**src/rtl/frame_packer.sv**
```systemverilog
// -----------------------------------------------------------------------------
// frame_packer
//
// Wraps each upstream frame into a host-link packet:
//   header word 0 : {SYNC_WORD, len}
//   header word 1 : frame counter (value before this packet is counted)
//   [header word 2: latched cycle timestamp, FRAME_PACKER_TIMESTAMP_EN only]
//   payload       : len words from upstream. If upstream stalls for TIMEOUT
//                   cycles, the rest of the frame is filled with PAD_WORD.
//   trailer       : 32-bit wrapping sum of payload and pad words
//
// Optional build macro: FRAME_PACKER_TIMESTAMP_EN adds the timestamp header
// word. That word is not included in the checksum.
//
// Ports:
//   clk, rst          clock, asynchronous active-high reset
//   i_frame_start     one-cycle start pulse; i_frame_len is sampled with it
//   i_in_data/valid   upstream payload stream, o_in_ready back-pressure
//   o_out_data/valid  packet stream, i_out_ready from downstream
//   o_busy            high from the accepted start until the trailer beat
//   o_err_timeout     sticky: a frame was padded
//   o_err_overrun     sticky: a start pulse arrived while busy
//   o_frame_cnt       number of completed packets (wraps)
// -----------------------------------------------------------------------------
module frame_packer #(
    parameter logic [15:0] SYNC_WORD = 16'hA55A,
    parameter int unsigned TIMEOUT   = 1024,
    parameter logic [31:0] PAD_WORD  = 32'hDEADBEEF
) (
    input  logic        clk,
    input  logic        rst,
    input  logic        i_frame_start,
    input  logic [15:0] i_frame_len,
    input  logic [31:0] i_in_data,
    input  logic        i_in_valid,
    output logic        o_in_ready,
    output logic [31:0] o_out_data,
    output logic        o_out_valid,
    input  logic        i_out_ready,
    output logic        o_busy,
    output logic        o_err_timeout,
    output logic        o_err_overrun,
    output logic [31:0] o_frame_cnt
);

    localparam int TW = $clog2(TIMEOUT + 1);

    localparam logic [2:0] S_IDLE    = 3'd0;
    localparam logic [2:0] S_HDR0    = 3'd1;
    localparam logic [2:0] S_HDR1    = 3'd2;
    localparam logic [2:0] S_PAYLOAD = 3'd4;
    localparam logic [2:0] S_TRAIL   = 3'd5;
`ifdef FRAME_PACKER_TIMESTAMP_EN
    localparam logic [2:0] S_TS      = 3'd3;
`endif

    logic [2:0]    state;
    logic [15:0]   remaining;   // payload words still to be loaded
    logic [31:0]   checksum;
    logic [TW-1:0] to_cnt;
    logic          pad_mode;    // timeout hit: fill the rest of the frame

    logic slot_free;
    logic beat;
    logic accept;

`ifdef FRAME_PACKER_TIMESTAMP_EN
    logic [31:0] cycle_cnt;
    logic [31:0] ts_latch;

    always_ff @(posedge clk or posedge rst) begin
        if (rst) begin
            cycle_cnt <= '0;
        end else begin
            cycle_cnt <= cycle_cnt + 32'd1;
        end
    end
`endif

    // The output register can take a new word when it is empty or its current
    // word leaves on this edge.
    assign slot_free = ~o_out_valid | i_out_ready;
    assign beat      = o_out_valid & i_out_ready;

    // Never accept more than the announced length, and stop listening once the
    // frame has switched to padding.
    assign o_in_ready = (state == S_PAYLOAD) && !pad_mode &&
                        (remaining != 16'd0) && slot_free;
    assign accept     = i_in_valid & o_in_ready;

    always_ff @(posedge clk or posedge rst) begin
        if (rst) begin
            state         <= S_IDLE;
            remaining     <= '0;
            checksum      <= '0;
            to_cnt        <= '0;
            pad_mode      <= 1'b0;
            o_out_data    <= '0;
            o_out_valid   <= 1'b0;
            o_busy        <= 1'b0;
            o_err_timeout <= 1'b0;
            o_err_overrun <= 1'b0;
            o_frame_cnt   <= '0;
`ifdef FRAME_PACKER_TIMESTAMP_EN
            ts_latch      <= '0;
`endif
        end else begin
            if (i_frame_start && state != S_IDLE) begin
                o_err_overrun <= 1'b1;
            end

            case (state)
                S_IDLE: begin
                    if (i_frame_start) begin
                        // Header word 0 is loaded directly so it is presented
                        // in the first HDR0 cycle.
                        remaining   <= i_frame_len;
                        to_cnt      <= '0;
                        pad_mode    <= 1'b0;
                        o_out_data  <= {SYNC_WORD, i_frame_len};
                        o_out_valid <= 1'b1;
                        o_busy      <= 1'b1;
                        state       <= S_HDR0;
`ifdef FRAME_PACKER_TIMESTAMP_EN
                        ts_latch    <= cycle_cnt;
`endif
                    end
                end

                S_HDR0: begin
                    if (beat) begin
                        o_out_data <= o_frame_cnt;
                        state      <= S_HDR1;
                    end
                end

                S_HDR1: begin
                    if (beat) begin
`ifdef FRAME_PACKER_TIMESTAMP_EN
                        o_out_data <= ts_latch;
                        state      <= S_TS;
`else
                        if (remaining != 16'd0) begin
                            o_out_valid <= 1'b0;
                            state       <= S_PAYLOAD;
                        end else begin
                            o_out_data <= checksum;
                            state      <= S_TRAIL;
                        end
`endif
                    end
                end

`ifdef FRAME_PACKER_TIMESTAMP_EN
                S_TS: begin
                    if (beat) begin
                        if (remaining != 16'd0) begin
                            o_out_valid <= 1'b0;
                            state       <= S_PAYLOAD;
                        end else begin
                            o_out_data <= checksum;
                            state      <= S_TRAIL;
                        end
                    end
                end
`endif

                S_PAYLOAD: begin
                    if (remaining == 16'd0) begin
                        // All words loaded; the trailer follows the last
                        // payload word as soon as the register frees up.
                        if (slot_free) begin
                            o_out_data  <= checksum;
                            o_out_valid <= 1'b1;
                            state       <= S_TRAIL;
                        end
                    end else if (pad_mode) begin
                        if (slot_free) begin
                            o_out_data  <= PAD_WORD;
                            o_out_valid <= 1'b1;
                            checksum    <= checksum + PAD_WORD;
                            remaining   <= remaining - 16'd1;
                        end
                    end else if (accept) begin
                        o_out_data  <= i_in_data;
                        o_out_valid <= 1'b1;
                        checksum    <= checksum + i_in_data;
                        remaining   <= remaining - 16'd1;
                        to_cnt      <= '0;
                    end else begin
                        if (beat) begin
                            o_out_valid <= 1'b0;
                        end
                        to_cnt <= to_cnt + TW'(1);
                        if (to_cnt == TW'(TIMEOUT - 1)) begin
                            pad_mode      <= 1'b1;
                            o_err_timeout <= 1'b1;
                        end
                    end
                end

                S_TRAIL: begin
                    if (beat) begin
                        o_out_valid <= 1'b0;
                        o_frame_cnt <= o_frame_cnt + 32'd1;
                        checksum    <= '0;
                        o_busy      <= 1'b0;
                        state       <= S_IDLE;
                    end
                end

                default: begin
                    state <= S_IDLE;
                end
            endcase
        end
    end

endmodule

```
**config.mk**
```make
export PLATFORM = sky130hd
export DESIGN_NAME = frame_packer
export DESIGN_NICKNAME = d
export VERILOG_FILES = /design/src/rtl/frame_packer.sv
export SDC_FILE = /design/constraint.sdc
export NUM_CORES = 1
export LEC_CHECK = 0
export BUFFER_PORTS_ARGS = -buffer_cell sky130_fd_sc_hd__buf_2
export CAP_MARGIN = 40
export CORE_ASPECT_RATIO = 0.9
export CORE_MARGIN = 5
export CORE_UTILIZATION = 45
export CTS_BUF_LIST = sky130_fd_sc_hd__clkbuf_8
export CTS_CLUSTER_DIAMETER = 100
export DETAILED_ROUTE_END_ITERATION = 16
export MAX_ROUTING_LAYER = met4
export PLACE_DENSITY = 0.69
export SYNTH_ARGS = -nofsm -noshare
export SYNTH_HDL_FRONTEND = slang
export SYNTH_SLANG_ARGS = --single-unit
```
**constraint.sdc**
```tcl
create_clock -name clk -period 5.3 [get_ports clk]
set_clock_uncertainty 0.1 [all_clocks]
set_input_delay 0 -clock clk [delete_from_list [all_inputs] [get_ports clk]]
set_output_delay 0 -clock clk [all_outputs]
set_load 0.1 [all_outputs]
```
==> flow_metrics.py, run 1 <==
metrics = {
    "global_route": {
        "grt-busiest-layer": "met2",
        "groute.usage.overall_pct": 23.6,
        "first_global_vias": 7622,
        "grt_util_met1_pct": 32.4,
        "grt_pass1_wl_mm": 39.8,
        "grt_start_max_net_pins": 68,
        "overflow": 0,
        "global_route.usage.met2_pct": 35.8,
        "met3_usage_pct": 4.50,
        "grt_antenna_before_repair": 0,
    },
    "critical_path": {
        "worst_path_dominant_cell_family": "simple AND/OR/NAND/NOR gates",
        "reg2reg_slack_ps": 1620,
        "critical_path_buf_inv_count": 1,
        "crit_path_required_time_ps": 5590,
        "data_arrival_time_at_the_worst_slack_endpoint_ps": 3980,
        "cpPeakStageDelay_ps": 640,
        "timing_worst_setup_path_type": "flip-flop to flip-flop",
        "cp_common_cell": "sky130_fd_sc_hd__nor3_1",
        "critical_path.reg2reg.startpoint": "remaining[2]",
        "startpoint": "remaining[2]",
        "critical-path-slowest-cell": "sky130_fd_sc_hd__or4_1",
        "timing.critical_path.cells": "or4_1 > nor3_1 > and3_1 > a21oi_1 > nor3_1 > o21ai_4 > o41ai_1 > dlygate4sd3_1",
        "cp-start-kind": "flip-flop",
        "setup.worst_path.end_class": "flip-flop",
        "cp_max_fo": 23,
    },
    "routing": {
        "drt.antenna.violating_nets": 0,
        "routed-via-count": 7727,
        "post_drt_via_cell_ratio": 5.71,
        "drt_first_pass_iters": 6,
        "detail_route.wirelength_mm": 24.0,
        "detailedRoute.firstIterationViolations": 787,
        "detail_route.drc_violations": 0,
        "post_drt_wl_per_cell_um": 17.8,
    },
    "yosys": {
        "synth.net_count": 1037,
        "synthArstFlopShare_pct": 100,
        "synth-seq-area-share_pct": 39.7,
        "synthesis.area_per_instance_um2": 8.71,
        "synth_enable_flop_cells": 0,
        "synth-seq-cells": 131,
        "netlist-cell-type-count": 77,
        "area_of_the_mapped_netlist_mm2": 0.00825,
        "synthCells": 948,
        "synthesis.yosys.warnings": 0,
        "yosys_most_used_dff": "sky130_fd_sc_hd__dfrtp_1",
    },
    "place": {
        "port-buffer-count": 121,
        "gpl_wtd_cong": 0.905,
        "dp_cells": 1284,
        "placement.cell_area_mm2": 0.00915,
        "post_detail_place_hpwl_mm": 17.4,
    },
    "finish": {
        "total_inserted_antenna_cells": 0,
        "final_core_util_pct": 54.6,
        "fraction_of_final_layout_cells_sized_beyond_drive_strength_1_pct": 19.8,
        "final-instance-count-excl-fill": 1354,
        "number_of_nets_in_the_layout": 1185,
        "layout.cell_area.non_filler_mm2": 0.00996,
        "area.growth.synth_to_final_pct": 20.7,
    },
    "die": {
        "dieArea_mm2": 0.0212,
        "fp-row-count": 47,
        "die_width_um": 153,
        "design.portCount": 122,
        "initial_core_util_pct": 45.3,
        "dieHeight_um": 138,
        "core_ar_mm2": 0.0182,
    },
    "pwr": {
        "power.ir.vdd_worst_v": 0.000160,
        "leakagePower_nw": 4.74,
        "p_per_area_mw_per_mm2": 213,
    },
    "timing": {
        "setup_viol_count_final": 0,
        "final_hold_vio_count": 0,
        "tightest_slew_ps": 904,
        "maxClockFrequency_mhz": 272,
        "timing.setup.tns_ps": 0,
        "slew_violations": 0,
        "relSlewSlack_pct": 39.3,
        "fin_hold_ws_ps": 8.33,
        "rsz0062_at_grt": "no",
        "fin_crit_sh_pct": 69.5,
        "period_needed_ps": 3680,
    },
    "clock_network": {
        "cts_tree": "done",
        "maximum_number_of_buffers_from_clock_root_to_sink": 2,
        "worst_skew_pair.late_latency_ps": 470,
        "clkSlewWorstSetupHoldPaths_ps": 80,
        "setup_fix_buffers_added_after_clock_tree_synthesis": 0,
        "htree_levels": 4,
        "hold_buffers": 38,
        "tritoncts.num_buffers": 17,
        "root_buffer": "sky130_fd_sc_hd__clkbuf_8",
        "cts.sink_count": 131,
        "post_cts_resized": 0,
    },
    "job": {
        "max_cap_violations": 0,
    },
    "min_path": {
        "worstHoldPathType": "input port to flip-flop",
        "min-delay-start": "i_in_data[19]",
    },
    "outcome": {
        "outcome": "complete, no violations",
    },
}
path summary, 6_finish.rpt:
kind / endpoint / cells past startpoint
hold reg to reg: o_err_overrun / 1
setup / recovery: o_out_data[14] / 8
setup reg to reg: o_out_data[14] / 8
hold / removal: o_out_data[19] / 5
max in group asynchronous: o_frame_cnt[8] / 4
min in group asynchronous: o_err_overrun / 3
layer usage:
layer,wire [um],up-vias
li1,-,3723
met1,11100,3702
met2,11000,274
met3,1530,28
met4,415,0
met5,0,-
worst reg2reg max path, stage by stage, from the launching register on:
cell                            delay, ps
sky130_fd_sc_hd__dfrtp_1              420
sky130_fd_sc_hd__or4_1                640
sky130_fd_sc_hd__nor3_1               260
sky130_fd_sc_hd__and3_1               520
sky130_fd_sc_hd__a21oi_1              140
sky130_fd_sc_hd__nor3_1               340
sky130_fd_sc_hd__o21ai_4              220
sky130_fd_sc_hd__o41ai_1              390
sky130_fd_sc_hd__dlygate4sd3_1        600
Yosys cell counts, types with 8 or more instances:
| cell type | n | area, um^2 |
|---|---|---|
| sky130_fd_sc_hd__and3_1 | 12 | 75.1 |
| sky130_fd_sc_hd__or2_2 | 25 | 156 |
| sky130_fd_sc_hd__xor2_1 | 25 | 219 |
| sky130_fd_sc_hd__ha_1 | 35 | 438 |
| sky130_fd_sc_hd__nor2b_1 | 14 | 87.6 |
| sky130_fd_sc_hd__nor2_1 | 68 | 255 |
| sky130_fd_sc_hd__a22oi_1 | 11 | 82.6 |
| sky130_fd_sc_hd__o21ai_0 | 105 | 526 |
| sky130_fd_sc_hd__xnor2_1 | 45 | 394 |
| sky130_fd_sc_hd__a21oi_1 | 60 | 300 |
| sky130_fd_sc_hd__a222oi_1 | 14 | 140 |
| sky130_fd_sc_hd__inv_1 | 17 | 63.8 |
| sky130_fd_sc_hd__a31oi_1 | 14 | 87.6 |
| sky130_fd_sc_hd__dfrtp_1 | 131 | 3280 |
| sky130_fd_sc_hd__nor3_1 | 17 | 85.1 |
| sky130_fd_sc_hd__nand3_1 | 29 | 145 |
| sky130_fd_sc_hd__nand2b_1 | 10 | 62.6 |
| sky130_fd_sc_hd__clkbuf_1 | 37 | 139 |
| sky130_fd_sc_hd__nand2_1 | 125 | 469 |
| sky130_fd_sc_hd__nand4_1 | 17 | 106 |
| sky130_fd_sc_hd__a21boi_0 | 8 | 60.1 |
state kept, by name, indices dropped and copies added, names as in the netlist:
name	flops
checksum	32
o_frame_cnt	32
o_out_data	32
remaining	16
to_cnt	11
state	3
o_busy	1
o_err_overrun	1
o_err_timeout	1
o_out_valid	1
pad_mode	1
stage by stage:
step	power (mW)	setup WS, ps
after floorplan	1.14	1700
after global placement	1.19	1770
after detailed placement	1.19	1690
after CTS	2.13	1660
after global routing	2.20	1330
final	2.12	1620
logic make-up (layout without fill, tap and decap cells):
logic type / count (synthesis) / in the layout / synth area share (%)
multiplexers: 5 / 5 / 0.637
adder cells (fa/ha/maj): 42 / 42 / 6.28
buffers and inverters: 64 / 225 / 3.24
flip-flops: 131 / 131 / 39.7
AO/OA/AOI/OAI: 285 / 285 / 21.8
AND/OR/NAND/NOR: 350 / 350 / 20.6
XOR/XNOR: 71 / 71 / 7.63
where the power goes:
| part | total, mW | switching [mW] | leakage [nW] | internal, mW |
|---|---|---|---|---|
| sequential | 1.01 | 0.00490 | 1.77 | 1.00 |
| combinational | 0.188 | 0.101 | 2.75 | 0.0872 |
| clock | 0.925 | 0.421 | 0.217 | 0.504 |
area by class of cell:
cell class / instances / area, um^2
clock inverter: 12 / 154
sequential: 131 / 3280
clock buffer: 20 / 275
timing repair buffer: 175 / 1130
fill: 1712 / 8270
tap: 245 / 307
multi-input combinational: 753 / 4750
inverter: 18 / 72.6
cells in the final DEF (no fill, tap or decap), types with 29 or more instances in the layout:
| cell type | Yosys | final |
|---|---|---|
| sky130_fd_sc_hd__a21oi_1 | 60 | 60 |
| sky130_fd_sc_hd__buf_2 | 4 | 123 |
| sky130_fd_sc_hd__dfrtp_1 | 131 | 131 |
| sky130_fd_sc_hd__dlygate4sd3_1 | 0 | 38 |
| sky130_fd_sc_hd__ha_1 | 35 | 35 |
| sky130_fd_sc_hd__nand2_1 | 125 | 125 |
| sky130_fd_sc_hd__nand3_1 | 29 | 29 |
| sky130_fd_sc_hd__nor2_1 | 68 | 66 |
| sky130_fd_sc_hd__o21ai_0 | 105 | 105 |
| sky130_fd_sc_hd__xnor2_1 | 45 | 45 |
Power figures use the tool's default switching activity.
==> run 2: changes to the inputs <==
Clock period 5.3 ns to 3.7 ns, I/O delays scaled along.
==> flow_metrics.py, run 2 (synthesis results as in run 1) <==
metrics = {
    "pwr": {
        "finalPower_mw": 2.95,
        "p_per_area_mw_per_mm2": 294,
        "leakagePower_nw": 4.79,
        "power.ir.vdd_worst_v": 0.000222,
    },
    "finish": {
        "largest_registers": "checksum: 32 flops, o_frame_cnt: 32 flops, o_out_data: 32 flops",
        "layout_common_cells": "sky130_fd_sc_hd__dfrtp_1 (130), sky130_fd_sc_hd__nand2_1 (125), sky130_fd_sc_hd__buf_2 (121), sky130_fd_sc_hd__o21ai_0 (105), sky130_fd_sc_hd__nor2_1 (66)",
        "final-instance-count-excl-fill": 1371,
        "final_common_cell": "sky130_fd_sc_hd__dfrtp_1",
        "layout.cell_area.non_filler_mm2": 0.0100,
        "fraction_of_final_layout_cells_sized_beyond_drive_strength_1_pct": 20.9,
        "number_of_nets_in_the_layout": 1202,
        "final_core_util_pct": 55.0,
        "total_inserted_antenna_cells": 0,
        "area.growth.synth_to_final_pct": 21.6,
    },
    "timing": {
        "final_hold_vio_count": 0,
        "final_setup_slack_of_the_worst_path_ps": 211,
        "relSlewSlack_pct": 44.4,
        "fin_crit_sh_pct": 94.3,
        "fin_hold_ws_ps": 22.3,
        "timing.setup.tns_ps": 0,
        "slew_violations": 0,
        "maxClockFrequency_mhz": 287,
        "rsz0062_at_grt": "no",
        "period_needed_ps": 3490,
        "tightest_slew_ps": 829,
        "setup_viol_count_final": 0,
    },
    "clock_network": {
        "tritoncts.num_buffers": 17,
        "cts_tree": "done",
        "cts.sink_count": 131,
        "worst_skew_pair.late_latency_ps": 480,
        "root_buffer": "sky130_fd_sc_hd__clkbuf_8",
        "htree_levels": 4,
        "maximum_number_of_buffers_from_clock_root_to_sink": 2,
        "clkSlewWorstSetupHoldPaths_ps": 80,
    },
    "die": {
        "dieArea_mm2": 0.0212,
        "dieHeight_um": 138,
        "fp-row-count": 47,
        "die_width_um": 153,
        "design.portCount": 122,
        "core_ar_mm2": 0.0182,
        "initial_core_util_pct": 45.3,
    },
    "place": {
        "place_ws_ps": 147,
        "gpl_wtd_cong": 0.934,
        "post_detail_place_hpwl_mm": 17.7,
        "dp_cells": 1298,
        "placement.cell_area_mm2": 0.00924,
        "port-buffer-count": 121,
    },
    "global_route": {
        "overflow": 0,
        "groute.usage.overall_pct": 23.9,
        "first_global_vias": 7505,
        "grt_antenna_before_repair": 0,
        "grt_pass1_wl_mm": 40.0,
        "grt_start_max_net_pins": 85,
    },
    "routing": {
        "post_drt_via_cell_ratio": 5.72,
        "drt_first_pass_iters": 8,
        "drt.antenna.violating_nets": 0,
        "detailedRoute.firstIterationViolations": 765,
        "detail_route.drc_violations": 0,
        "post_drt_wl_per_cell_um": 17.7,
        "routed-via-count": 7845,
        "detail_route.wirelength_mm": 24.3,
    },
    "critical_path": {
        "data_arrival_time_at_the_worst_slack_endpoint_ps": 3790,
        "timing_worst_setup_path_type": "flip-flop to flip-flop",
        "cp_max_fo": 15,
        "setup.worst_path.end_class": "flip-flop",
        "cp-start-kind": "flip-flop",
        "crit_path_required_time_ps": 4000,
    },
    "job": {
        "max_cap_violations": 0,
    },
    "min_path": {
        "worstHoldPathType": "input port to flip-flop",
    },
    "outcome": {
        "outcome": "complete, no violations",
    },
}
==> run 2: changes by cell type in the layout (fill, tap and decap cells not counted), moves of 2 or more <==
cell / before / now
sky130_fd_sc_hd__dlygate4sd3_1: 38 / 41
sky130_fd_sc_hd__clkbuf_8: 20 / 18
sky130_fd_sc_hd__clkinv_2: 2 / 5
sky130_fd_sc_hd__buf_4: 12 / 29
sky130_fd_sc_hd__buf_2: 123 / 121
==> run 2: path summary, 6_finish.rpt <==
path                               startpoint         endpoint  slack, ps  depth (start not counted)
worst min-delay path             i_in_data[7]      checksum[7]         20                          5
worst max register to register   remaining[2]    o_out_data[3]        210                         12
min in group asynchronous                 rst  o_frame_cnt[14]        130                          3
max in group asynchronous                 rst     checksum[22]       2510                          4
worst max-delay path             remaining[2]    o_out_data[3]        210                         12
worst min register to register  o_err_overrun    o_err_overrun        370                          1
==> run 2: cell type report <==
cell class,instances,area (um^2)
clock buffers,18,248
clock inverters,14,139
fillers,1671,8200
inverters,18,72.6
multi-input cells,753,4740
flip-flops and latches,131,3280
well taps,245,307
repair buffers,192,1250
==> run 2: critical path: stages, from the launching register on <==
cell	delay (ps)
sky130_fd_sc_hd__dfrtp_1	430
sky130_fd_sc_hd__or4_1	630
sky130_fd_sc_hd__nor3_1	260
sky130_fd_sc_hd__and3_1	360
sky130_fd_sc_hd__buf_4	210
sky130_fd_sc_hd__a21oi_1	90
sky130_fd_sc_hd__nor2_2	120
sky130_fd_sc_hd__buf_4	210
sky130_fd_sc_hd__nand2_1	70
sky130_fd_sc_hd__nand3_1	80
sky130_fd_sc_hd__o21ai_0	90
sky130_fd_sc_hd__dlygate4sd3_1	600
sky130_fd_sc_hd__o21ai_0	150
==> run 2: what timing repair did <==
| item | 4_1_cts | 5_1_grt |
|---|---|---|
| hold endpoints to repair | 142 | 0 |
| buffers inserted | 0 | 0 |
| gates resized for setup | 0 | 1 |
| hold buffers | 41 | 0 |
| endpoints found under the setup margin | 0 | 4 |
==> run 2: layer usage <==
metal  share of wire, %  GRT usage [%]  vias to the layer above
met5                  0              -                        -
met4                2.4           8.63                        0
met3                7.2           3.66                       31
met2                 46           36.5                      297
met1                 44           32.5                     3756
li1                   -              -                     3761
==> run 2: power by group <==
group / internal, mW / leakage, nW / switching (mW) / total (mW)
Sequential: 1.44 / 1.77 / 0.00683 / 1.44
Combinational: 0.129 / 2.82 / 0.146 / 0.275
Clock: 0.611 / 0.200 / 0.620 / 1.23
Total: 2.18 / 4.79 / 0.773 / 2.95
==> run 3: changes to the inputs <==
Settings changed: CORE_MARGIN 5 to 4, PLACE_DENSITY 0.69 to 0.68.
==> flow_metrics.py, run 3 (synthesis results as in run 1) <==
metrics = {
    "outcome": {
        "outcome": "complete, no violations",
    },
    "place": {
        "gpl_wtd_cong": 0.911,
        "post_detail_place_hpwl_mm": 17.3,
        "port-buffer-count": 121,
        "place_ws_ps": 277,
    },
    "routing": {
        "routed-via-count": 7623,
        "detailedRoute.firstIterationViolations": 621,
        "drt_first_pass_iters": 7,
        "detail_route.wirelength_mm": 23.6,
        "post_drt_via_cell_ratio": 5.60,
        "post_drt_wl_per_cell_um": 17.4,
        "drt.antenna.violating_nets": 0,
        "detail_route.drc_violations": 0,
    },
    "timing": {
        "setup_viol_count_final": 0,
        "fin_crit_sh_pct": 92.5,
        "final_setup_slack_of_the_worst_path_ps": 279,
        "slew_violations": 0,
        "final_hold_vio_count": 0,
        "period_needed_ps": 3420,
        "maxClockFrequency_mhz": 292,
        "rsz0062_at_grt": "no",
        "tightest_slew_ps": 875,
        "timing.setup.tns_ps": 0,
        "relSlewSlack_pct": 41.6,
    },
    "pwr": {
        "finalPower_mw": 2.94,
        "leakagePower_nw": 4.79,
        "p_per_area_mw_per_mm2": 293,
        "power.ir.vdd_worst_v": 0.000192,
    },
    "critical_path": {
        "cpPeakStageDelay_ps": 410,
        "cp_max_fo": 18,
        "data_arrival_time_at_the_worst_slack_endpoint_ps": 3690,
        "critical_path_buf_inv_count": 1,
        "worst_path_dominant_cell_family": "compound AO/OA/AOI/OAI gates",
        "startpoint": "pad_mode",
        "crit_path_required_time_ps": 3970,
        "setup.worst_path.end_class": "flip-flop",
        "critical-path-slowest-cell": "sky130_fd_sc_hd__fa_1",
        "timing_worst_setup_path_type": "flip-flop to flip-flop",
        "timing.critical_path.cells": "buf_4 > or2_2 > ha_1 > fa_1 > nand3_1 > nand2_1 > a31oi_1 > a21oi_1 > a21bo_2 > a31oi_1 > o21ai_0 > xnor2_1 > o21ai_0",
        "cp-start-kind": "flip-flop",
        "critical_path.reg2reg.startpoint": "pad_mode",
    },
    "clock_network": {
        "worst_skew_pair.late_latency_ps": 460,
        "tritoncts.num_buffers": 17,
        "clkSlewWorstSetupHoldPaths_ps": 80,
        "cts.sink_count": 131,
        "maximum_number_of_buffers_from_clock_root_to_sink": 2,
        "root_buffer": "sky130_fd_sc_hd__clkbuf_8",
        "htree_levels": 4,
        "cts_tree": "done",
    },
    "finish": {
        "area.growth.synth_to_final_pct": 21.4,
        "largest_registers": "checksum: 32 flops, o_frame_cnt: 32 flops, o_out_data: 32 flops",
        "final_common_cell": "sky130_fd_sc_hd__dfrtp_1",
        "number_of_nets_in_the_layout": 1199,
        "fraction_of_final_layout_cells_sized_beyond_drive_strength_1_pct": 20.5,
        "layout_common_cells": "sky130_fd_sc_hd__dfrtp_1 (131), sky130_fd_sc_hd__nand2_1 (125), sky130_fd_sc_hd__buf_2 (122), sky130_fd_sc_hd__o21ai_0 (105), sky130_fd_sc_hd__nor2_1 (66)",
        "total_inserted_antenna_cells": 0,
    },
    "die": {
        "initial_core_util_pct": 46.3,
        "die_width_um": 151,
        "dieHeight_um": 136,
        "fp-row-count": 46,
        "dieArea_mm2": 0.0206,
        "core_ar_mm2": 0.0178,
        "design.portCount": 122,
    },
    "global_route": {
        "grt_antenna_before_repair": 0,
        "first_global_vias": 7210,
        "grt_start_max_net_pins": 90,
        "grt_pass1_wl_mm": 37.1,
        "groute.usage.overall_pct": 23.6,
        "overflow": 0,
    },
    "min_path": {
        "worstHoldPathType": "input port to flip-flop",
        "min-delay-start": "i_in_data[19]",
    },
    "job": {
        "max_cap_violations": 0,
    },
}
run 3: cell count changes in the layout (fill, tap and decap cells not counted), moves of 2 or more:
cell                            before  now
sky130_fd_sc_hd__buf_4              29   26
sky130_fd_sc_hd__clkbuf_8           18   20
sky130_fd_sc_hd__clkinv_2            5    2
sky130_fd_sc_hd__dlygate4sd3_1      41   39
sky130_fd_sc_hd__inv_1              17   19
run 3: final timing paths:
check                                   to  slack, ps  cells past startpoint
min in group asynchronous  o_frame_cnt[12]        460                      4
max in group asynchronous   o_out_data[31]       2100                      6
hold / removal              o_out_data[19]         30                      5
hold reg to reg              o_err_overrun        360                      1
setup reg to reg              checksum[28]        280                     13
setup / recovery              checksum[28]        280                     13
run 3: layer usage:
metal	GRT usage, %	wire length (um)
met5	-	0
met2	35.2	10500
met1	32.6	11000
met3	5.30	1770
met4	6.19	332
run 3: what timing repair did:
item	CTS	global route
resized for setup	0	1
endpoints found under the setup margin	0	1
hold endpoints to repair	170	0
setup buffers	0	0
hold buffers	39	0
run 3: worst reg2reg max path: stages, from the launching register on:
cell	delay (ps)
sky130_fd_sc_hd__dfrtp_1	380
sky130_fd_sc_hd__buf_4	200
sky130_fd_sc_hd__or2_2	340
sky130_fd_sc_hd__ha_1	210
sky130_fd_sc_hd__fa_1	410
sky130_fd_sc_hd__nand3_1	100
sky130_fd_sc_hd__nand2_1	80
sky130_fd_sc_hd__a31oi_1	360
sky130_fd_sc_hd__a21oi_1	200
sky130_fd_sc_hd__a21bo_2	250
sky130_fd_sc_hd__a31oi_1	270
sky130_fd_sc_hd__o21ai_0	170
sky130_fd_sc_hd__xnor2_1	140
sky130_fd_sc_hd__o21ai_0	130
run 3: where the power goes:
group,total (mW),internal [mW],switching [mW]
clock network,1.22,0.640,0.580
logic,0.274,0.130,0.144
registers,1.44,1.44,0.00705
run 3: stage by stage:
step                instance area (um^2)  instances  utilization (%)  hold slack [ps]
global placement                    9210       1290             51.6              144
CTS                                10000       1362             56.2             4.48
detailed placement                  9240       1292             51.8             -209
floorplan                           8250        948                -             36.0
global route                       10000       1362             56.2             43.9
finish                             10000       1362             56.2             29.4
run 3: cell type report:
class / count / area [um^2]
clock buffer: 20 / 275
tap: 240 / 300
fill: 1649 / 7820
multi-input combinational: 753 / 4740
timing repair buffer: 189 / 1240
inverter: 18 / 72.6
clock inverter: 11 / 114
sequential: 131 / 3280
